## src/rtl/humansized_muldiv_seq.sv

```systemverilog
// Control sequencer for the human-sized shift/add multiply/divide datapath.
// Each operand bit takes two cycles; the result is taken from the datapath PM bus.
module humansized_muldiv_seq #(
  parameter int W = 8
) (
  input  logic           clk,
  input  logic           rst,
  input  logic           start,
  input  logic [1:0]     func,
  input  logic [W-1:0]   a,
  input  logic [W-1:0]   b,
  output logic           busy,
  output logic           done,
  output logic           illegal,
  output logic [W-1:0]   res_hi,
  output logic [W-1:0]   res_lo,
  output logic [4:0]     dp_op,
  output logic [W-1:0]   dp_di,
  output logic           dp_ci,
  input  logic [2*W-1:0] dp_pm
);

  // state  | meaning
  // IDLE   | waiting for start; datapath held cleared by load of 0
  // LOAD   | datapath loads dividend/multiplier into rM, clears rP
  // ITER   | W iterations, each phase 0 then phase 1
  // CAPT   | register PM (or zero for an illegal func) into the result
  // DONE   | one-cycle done pulse
  typedef enum logic [2:0] {
    S_IDLE,
    S_LOAD,
    S_ITER,
    S_CAPT,
    S_DONE
  } state_t;

  localparam int CW = (W > 1) ? $clog2(W) : 1;

  localparam logic [1:0] F_MULU = 2'b00;
  localparam logic [1:0] F_MULS = 2'b01;
  localparam logic [1:0] F_DIVU = 2'b10;
  localparam logic [1:0] F_ILL  = 2'b11;

  localparam logic [4:0] OP_LOAD  = 5'b00001;
  localparam logic [4:0] OP_ADDU  = 5'b00000;
  localparam logic [4:0] OP_SRL   = 5'b00010;
  localparam logic [4:0] OP_ADDS  = 5'b01000;
  localparam logic [4:0] OP_SRA   = 5'b00100;
  localparam logic [4:0] OP_SLL   = 5'b00110;
  localparam logic [4:0] OP_TRSUB = 5'b10000;

  state_t          state_q, state_d;
  logic [CW-1:0]   cnt_q, cnt_d;
  logic            phase_q, phase_d;
  logic [W-1:0]    a_q, a_d;
  logic [W-1:0]    b_q, b_d;
  logic [1:0]      func_q, func_d;
  logic            illegal_q, illegal_d;
  logic [W-1:0]    res_hi_q, res_hi_d;
  logic [W-1:0]    res_lo_q, res_lo_d;
  logic            last_k;

  assign last_k  = (cnt_q == CW'(W - 1));
  assign illegal = illegal_q;
  assign res_hi  = res_hi_q;
  assign res_lo  = res_lo_q;

  always_ff @(posedge clk or posedge rst) begin
    if (rst) begin
      state_q   <= S_IDLE;
      cnt_q     <= '0;
      phase_q   <= 1'b0;
      a_q       <= '0;
      b_q       <= '0;
      func_q    <= '0;
      illegal_q <= 1'b0;
      res_hi_q  <= '0;
      res_lo_q  <= '0;
    end else begin
      state_q   <= state_d;
      cnt_q     <= cnt_d;
      phase_q   <= phase_d;
      a_q       <= a_d;
      b_q       <= b_d;
      func_q    <= func_d;
      illegal_q <= illegal_d;
      res_hi_q  <= res_hi_d;
      res_lo_q  <= res_lo_d;
    end
  end

  always_comb begin
    state_d   = state_q;
    cnt_d     = cnt_q;
    phase_d   = phase_q;
    a_d       = a_q;
    b_d       = b_q;
    func_d    = func_q;
    illegal_d = illegal_q;
    res_hi_d  = res_hi_q;
    res_lo_d  = res_lo_q;
    busy      = 1'b0;
    done      = 1'b0;
    dp_op     = OP_LOAD;
    dp_di     = '0;
    dp_ci     = 1'b0;

    case (state_q)
      S_IDLE: begin
        if (start) begin
          a_d       = a;
          b_d       = b;
          func_d    = func;
          illegal_d = 1'b0;
          // an illegal request still passes through CAPT so done lands two cycles out
          state_d   = (func == F_ILL) ? S_CAPT : S_LOAD;
        end
      end

      S_LOAD: begin
        busy    = 1'b1;
        dp_di   = a_q;
        cnt_d   = '0;
        phase_d = 1'b0;
        state_d = S_ITER;
      end

      S_ITER: begin
        busy    = 1'b1;
        phase_d = ~phase_q;
        case (func_q)
          F_MULS: begin
            if (!phase_q) begin
              dp_op = OP_ADDS;
              dp_di = last_k ? ~b_q : b_q;
              dp_ci = last_k;
            end else begin
              dp_op = OP_SRA;
            end
          end
          F_DIVU: begin
            if (!phase_q) begin
              dp_op = OP_SLL;
            end else begin
              dp_op = OP_TRSUB;
              dp_di = ~b_q;
              dp_ci = 1'b1;
            end
          end
          default: begin
            if (!phase_q) begin
              dp_op = OP_ADDU;
              dp_di = b_q;
            end else begin
              dp_op = OP_SRL;
            end
          end
        endcase
        if (phase_q) begin
          cnt_d = cnt_q + CW'(1);
          if (last_k) begin
            cnt_d   = '0;
            state_d = S_CAPT;
          end
        end
      end

      S_CAPT: begin
        busy = 1'b1;
        if (func_q == F_ILL) begin
          res_hi_d  = '0;
          res_lo_d  = '0;
          illegal_d = 1'b1;
        end else begin
          res_hi_d = dp_pm[2*W-1:W];
          res_lo_d = dp_pm[W-1:0];
        end
        state_d = S_DONE;
      end

      S_DONE: begin
        done    = 1'b1;
        state_d = S_IDLE;
      end

      default: state_d = S_IDLE;
    endcase
  end

endmodule

```

## config.mk

```make
export PLATFORM = sky130hd
export DESIGN_NAME = humansized_muldiv_seq
export DESIGN_NICKNAME = d
export VERILOG_FILES = /design/src/rtl/humansized_muldiv_seq.sv
export SDC_FILE = /design/constraint.sdc
export NUM_CORES = 1
export LEC_CHECK = 0
export ABC_AREA = 1
export CAP_MARGIN = 40
export CORE_ASPECT_RATIO = 1.5
export CORE_MARGIN = 5
export CORE_UTILIZATION = 47
export CTS_BUF_LIST = sky130_fd_sc_hd__clkbuf_8
export CTS_CLUSTER_SIZE = 24
export DETAILED_ROUTE_END_ITERATION = 8
export PLACE_DENSITY = 0.84
export SLEW_MARGIN = 20
export SYNTH_ARGS = -nofsm -noshare
export SYNTH_HDL_FRONTEND = slang
export SYNTH_SLANG_ARGS = --single-unit
export TNS_END_PERCENT = 50
```

## constraint.sdc

```tcl
create_clock -name clk -period 1.9 [get_ports clk]
set_input_delay 0.38 -clock clk [delete_from_list [all_inputs] [get_ports clk]]
set_output_delay 0.38 -clock clk [all_outputs]
set_load 0.02 [all_outputs]
```

==> results of run 1 <==
critical path, stage by stage (launching register included):
cell     delay [ns]
dfrtp_1        0.42
ha_4           0.18
ha_4           0.18
buf_6          0.15
nor2_4         0.09
o21ai_2        0.06
nand3_1        0.11
nand3_2        0.10
buf_6          0.14
final timing paths:
| check | start | end | slack, ns | cells past startpoint |
|---|---|---|---|---|
| min in group clk | a_q[5]$_DFFE_PP0P_ | a_q[5]$_DFFE_PP0P_ | 0.49 | 2 |
| hold reg to reg | a_q[5]$_DFFE_PP0P_ | a_q[5]$_DFFE_PP0P_ | 0.49 | 2 |
| setup / recovery | cnt_q[1]$_DFFE_PP0P_ | dp_di[3] | -0.21 | 8 |
| setup reg to reg | state_q[2]$_DFFE_PP0P_ | res_lo[3]$_DFFE_PP0P_ | 0.30 | 7 |
| hold / removal | rst | a_q[1]$_DFFE_PP0P_ | 0.43 | 3 |
| max in group asynchronous | rst | res_lo[0]$_DFFE_PP0P_ | 1.27 | 3 |
routing by layer:
layer / wire [µm] / track usage / vias up
met5: 0 / 0 / -
met4: 138 / 0.09524 / 0
met2: 3518 / 0.3954 / 81
met1: 2375 / 0.2431 / 1109
met3: 487 / 0.06495 / 13
li1: - / - / 1083
flip-flops by register name, indices dropped and copies added (netlist names):
register  count
res_lo        8
a_q           8
state_q       3
cnt_q         3
func_q        2
phase_q       1
res_hi        8
b_q           8
illegal       1
cells in the final DEF (no fill, tap or decap), drive strengths merged:
cell type and count:
o21ai 33, ha 5, dlygate4sd2 1, clkbuf 6, buf 43, bufinv 1, a21oi 3, a211oi 1
clkinv 2, nor2 18, dfrtp 42, a22o 1, clkdlybuf4s15 1, nand3 37, nor3 3, nand2 103
clkdlybuf4s50 53, nand4 1, inv 18
cell type report:
class / count / area share
flip-flops and latches: 42 / 0.3154
inverters: 18 / 0.02328
well taps: 48 / 0.01802
repair buffers: 99 / 0.2798
clock inverters: 3 / 0.01202
clock buffers: 5 / 0.02065
multi-input cells: 205 / 0.3308
repair_timing:
action,in CTS,in global routing
pin swaps,22,17
resized for setup,111,25
buffers inserted,1,4
endpoints found under the setup margin,16,15
gates cloned,1,0
stage by stage:
step	setup TNS [ns]	cell area [µm²]	std cells
CTS	-1.410	3231	416
detailed placement	-4.198	3010	406
global route	-2.341	3332	420
global placement	-3.707	3010	406
floorplan	0	2122	274
finish	-1.640	3332	420
power groups by stage:
stage | Clock (mW) | Sequential (mW) | Combinational [mW]
after floorplan | 0 | 1.74 | 1.52
after global placement | 0 | 1.56 | 2.94
after detailed placement | 0 | 1.57 | 3.03
after CTS | 0.710 | 1.60 | 3.19
after global routing | 0.743 | 1.68 | 3.76
final | 0.700 | 1.63 | 3.45
kinds of logic (layout without fill, tap and decap cells):
kind of cell	after synthesis	count (layout)	synth area share
compound gates	38	38	0.09456
fa+ha+maj	5	5	0.02955
buf+inv	27	125	0.05910
flops	42	42	0.4965
simple gates	162	162	0.3203
==> results.toml, run 1 <==
[sta]
finalHoldViolations = 0
fin_crit_sh = 1.111
fmax_mhz = 473.6
worst_slack_ns = -0.2114
maxSlewHeadroom = 0.6473
min_period_ns = 2.111
finalMaxSlewViolations = 0
skew_ns = 0.003669
whs_ns = 0.4321
worst-slew-pin-transition_ns = 0.5284
rsz0062_at_grt = "yes"
setup_viol = 10

[cts]
ctsHoldBuffers = 0
clockBufferDepth = 2
clk_pin_slew_ns = 0.08
root_buffer = "clkbuf_8"
cts.sinks = 42
numCtsBuffers = 5
htreeDepth = 2
cts_tree = "built"
insertion_delay_ns = 0.30

[die]
io_pins = 70
core-area_um2 = 4467
start_util = 0.4739
die_area_um2 = 5974
die_w_um = 64.80
die_h_um = 92.20
row_count = 30

[grt]
grt_pass1_wl_mm = 10.46
grt_max_degree = 43
antenna_found_initial = 0
grt_overflow = 0
grt_pass1_vias = 2301
grtUsageTotal = 0.2237

[synthesis]
ys_types = 24
yosysTopAreaCellShare = 0.4965
ys_seq_area_frac = 0.4965
ys.flop_type = "dfrtp_1"
yosys.cell_count.top_type = "nand2_1"
yosysTopAreaCell = "dfrtp_1"
async_flop_share = 1.000
syn_area_um2 = 2117
synth.top_cells.by_area = "dfrtp_1 (50%), nand2_1 (18%), nand3_1 (8.5%)"
yosysWarnings = 0
synth_edf_count = 0
yosys-top-cells-count = "nand2_1 (102), dfrtp_1 (42), nand3_1 (36)"
syn_nets = 316
synth_seq_cells = 42
avgSynthCellArea_um2 = 7.726
postSynthCellCount = 274

[detailed_routing]
drtAntennaViolNets = 0
wirelength_mm = 6.519
vias_per_cell = 5.443
avgRoutedWirePerCell_um = 15.52
first_pass_iters = 4
num_vias = 2286
drtIter0Drc = 151
drc = 0

[power_and_ir_drop]
p_clk_frac = 0.121
p_sw_mw = 2.572
p_seq_frac = 0.282
leakagePower_nw = 1.635
finalPower_mw = 5.784
powerDensity_nw_per_um2 = 1736
p_int_mw = 3.212
max-vdd-ir-drop_v = 0.0009453
comb_power_share = 0.597
netSwitchingFraction = 0.4447

[outcome]
status = "finished, violations left"
violations = "negative setup slack"

[finish]
finalNetCount = 413
multi_input_area_um2 = 1102
regArea_um2 = 1051
nFillCells = 326
final_core_util = 0.7459
areaGrowthSynthToFinish_pct = 57.39
n_antenna_cell = 0
post_route_cells_drive_above_1_share = 0.2608

[placed_design]
post-place-ws_ns = -0.4083
portBuffers = 69
dp_hpwl_mm = 4.239
gp_congestion = 0.8645

[hold_path]
hp-class = "input pin to asynchronous set/reset pin"

[setup_path]
cp-start-kind = "flip-flop"
endpoint_kind = "output port"
cp.arrival_ns = 1.73
critPathKind = "flip-flop to output port"
crit_fanout = 5
crit_required_ns = 1.52

[job]
cap_violations = 0
(Power assumes the default switching activity.)
==> run 2: changes to the inputs <==
--- a/config.mk
+++ b/config.mk
@@ -9,11 +9,12 @@
 export CAP_MARGIN = 40
 export CORE_ASPECT_RATIO = 1.5
 export CORE_MARGIN = 5
-export CORE_UTILIZATION = 47
+export CORE_UTILIZATION = 51
 export CTS_BUF_LIST = sky130_fd_sc_hd__clkbuf_8
 export CTS_CLUSTER_SIZE = 24
 export DETAILED_ROUTE_END_ITERATION = 8
-export PLACE_DENSITY = 0.84
+export PLACE_DENSITY = 0.9
+export REMOVE_ABC_BUFFERS = 1
 export SLEW_MARGIN = 20
 export SYNTH_ARGS = -nofsm -noshare
 export SYNTH_HDL_FRONTEND = slang
==> constraint.sdc (replaced) <==
create_clock -name clk -period 2.59 [get_ports clk]
set_input_delay 0.518 -clock clk [delete_from_list [all_inputs] [get_ports clk]]
set_output_delay 0.518 -clock clk [all_outputs]
set_load 0.02 [all_outputs]
==> run 2 against run 1 <==
The run now ends clean; cell count fell by 6.4%; clock skew rose by 0.0035 ns; design area fell by 12%; sequential share of layout area rose by 4.2 points; core utilization fell by 1.0 points; via count fell by 8.5%; critical path depth did not move; clock power fell by 26%; power fell by 37%; sequential cell count did not move; count of clock-buffer cells in the layout did not move; largest power group unchanged.
==> results.toml, run 2 (synthesis gave the netlist of run 1 again) <==
[power_and_ir_drop]
leakagePower_nw = 1.480
netSwitchingFraction = 0.4535
p_clk_frac = 0.144
comb_power_share = 0.531
max-vdd-ir-drop_v = 0.0008615
p_sw_mw = 1.640
powerDensity_nw_per_um2 = 1230
p_seq_frac = 0.325
p_int_mw = 1.976

[setup_path]
cp-start-kind = "flip-flop"
crit_required_ns = 2.07
cp.arrival_ns = 2.02
critPathKind = "flip-flop to output port"
crit_fanout = 8
endpoint_kind = "output port"

[sta]
rsz0062_at_grt = "yes"
whs_ns = 0.4873
worst_slack_ns = 0.05613
fin_crit_sh = 0.9783
min_period_ns = 2.534
finalHoldViolations = 0
worst-slew-pin-transition_ns = 0.5215
maxSlewHeadroom = 0.6523
finalMaxSlewViolations = 0
setup_viol = 0
fmax_mhz = 394.7
skew_ns = 0.007177

[cts]
ctsHoldBuffers = 0
insertion_delay_ns = 0.29
clockBufferDepth = 2
cts_tree = "built"
htreeDepth = 2
root_buffer = "clkbuf_8"
clk_pin_slew_ns = 0.09
post_cts_resized = 11
numCtsBuffers = 5
cts.sinks = 42
cts_setup_buffers = 0

[finish]
post_route_cells_drive_above_1_share = 0.09195
finalNetCount = 389
n_antenna_cell = 0
multi_input_area_um2 = 945.9
nFillCells = 325
final_cell_mix = "nand2_1 (102), clkdlybuf4s50_1 (57), dfrtp_1 (42)"
areaGrowthSynthToFinish_pct = 38.83
final_common_cell = "nand2_1"
regArea_um2 = 1051
final_core_util = 0.7359

[detailed_routing]
avgRoutedWirePerCell_um = 13.68
drc = 0
wirelength_mm = 5.377
first_pass_iters = 4
num_vias = 2092
drtAntennaViolNets = 0
drtIter0Drc = 82
vias_per_cell = 5.323

[grt]
grtUsageTotal = 0.2061
grt_overflow = 0
grt_pass1_wl_mm = 9.377
grt_max_degree = 43
grt_pass1_vias = 2134
antenna_found_initial = 0

[die]
die_area_um2 = 5566
core-area_um2 = 3994
io_pins = 70
start_util = 0.5301
die_w_um = 62.61
die_h_um = 88.91
row_count = 28

[placed_design]
post-place-ws_ns = 0.06939
gp_congestion = 0.8719
portBuffers = 69
dp_hpwl_mm = 4.039

[outcome]
status = "finished clean"

[hold_path]
hp-class = "flip-flop to flip-flop"

[job]
cap_violations = 0
run 2: final timing paths:
| check | start | to | slack, ns | cells after the start |
|---|---|---|---|---|
| setup / recovery | func_q[0]$_DFFE_PP0P_ | dp_di[0] | 0.06 | 8 |
| hold / removal | a_q[0]$_DFFE_PP0P_ | a_q[0]$_DFFE_PP0P_ | 0.49 | 2 |
| setup reg to reg | state_q[2]$_DFFE_PP0P_ | res_lo[4]$_DFFE_PP0P_ | 1.16 | 5 |
| hold reg to reg | a_q[0]$_DFFE_PP0P_ | a_q[0]$_DFFE_PP0P_ | 0.49 | 2 |
| max in group asynchronous | rst | res_hi[1]$_DFFE_PP0P_ | 1.58 | 3 |
| min in group asynchronous | rst | res_hi[7]$_DFFE_PP0P_ | 0.65 | 3 |
run 2: worst max-delay path: stages, from the launching register on:
cell	delay (ns)
dfrtp_1	0.39
inv_1	0.09
ha_1	0.34
nor2_2	0.32
nand2_1	0.10
nand2_1	0.07
nand2_1	0.04
nand2_1	0.04
dlygate4sd2_1	0.32
run 2: layout make-up:
cell class | instances | area share
Tap cell | 45 | 0.01916
Sequential cell | 42 | 0.3576
Inverter | 18 | 0.02384
Multi-Input combinational cell | 205 | 0.3218
Clock inverter | 3 | 0.01533
Timing Repair Buffer | 75 | 0.2388
Clock buffer | 5 | 0.02341
run 2: through the flow:
| step | cells | setup TNS, ns | instance area, µm² | power, mW |
|---|---|---|---|---|
| after global placement | 385 | 0 | 2854 | 3.098 |
| after detailed placement | 385 | 0 | 2854 | 3.155 |
| final | 393 | 0 | 2939 | 3.616 |
| after floorplan | 265 | 0 | 2062 | 2.318 |
| after CTS | 393 | 0 | 2960 | 3.636 |
| after global routing | 393 | -0.1227 | 2939 | 3.903 |
run 2: power groups by stage:
stage / logic [mW] / clock network [mW] / registers (mW)
6_report: 1.92 / 0.521 / 1.17
5_1_grt: 2.13 / 0.553 / 1.22
4_1_cts: 1.94 / 0.525 / 1.17
3_5_place_dp: 1.98 / 0 / 1.17
3_3_place_gp: 1.94 / 0 / 1.16
2_1_floorplan: 1.04 / 0 / 1.27
run 2: routing by layer:
metal | vias up | global-route usage | share of wire
met5 | - | 0 | 0
met4 | 0 | 0.08108 | 0.022
met3 | 12 | 0.08176 | 0.098
met2 | 86 | 0.3632 | 0.50
met1 | 961 | 0.2227 | 0.37
li1 | 1033 | - | -
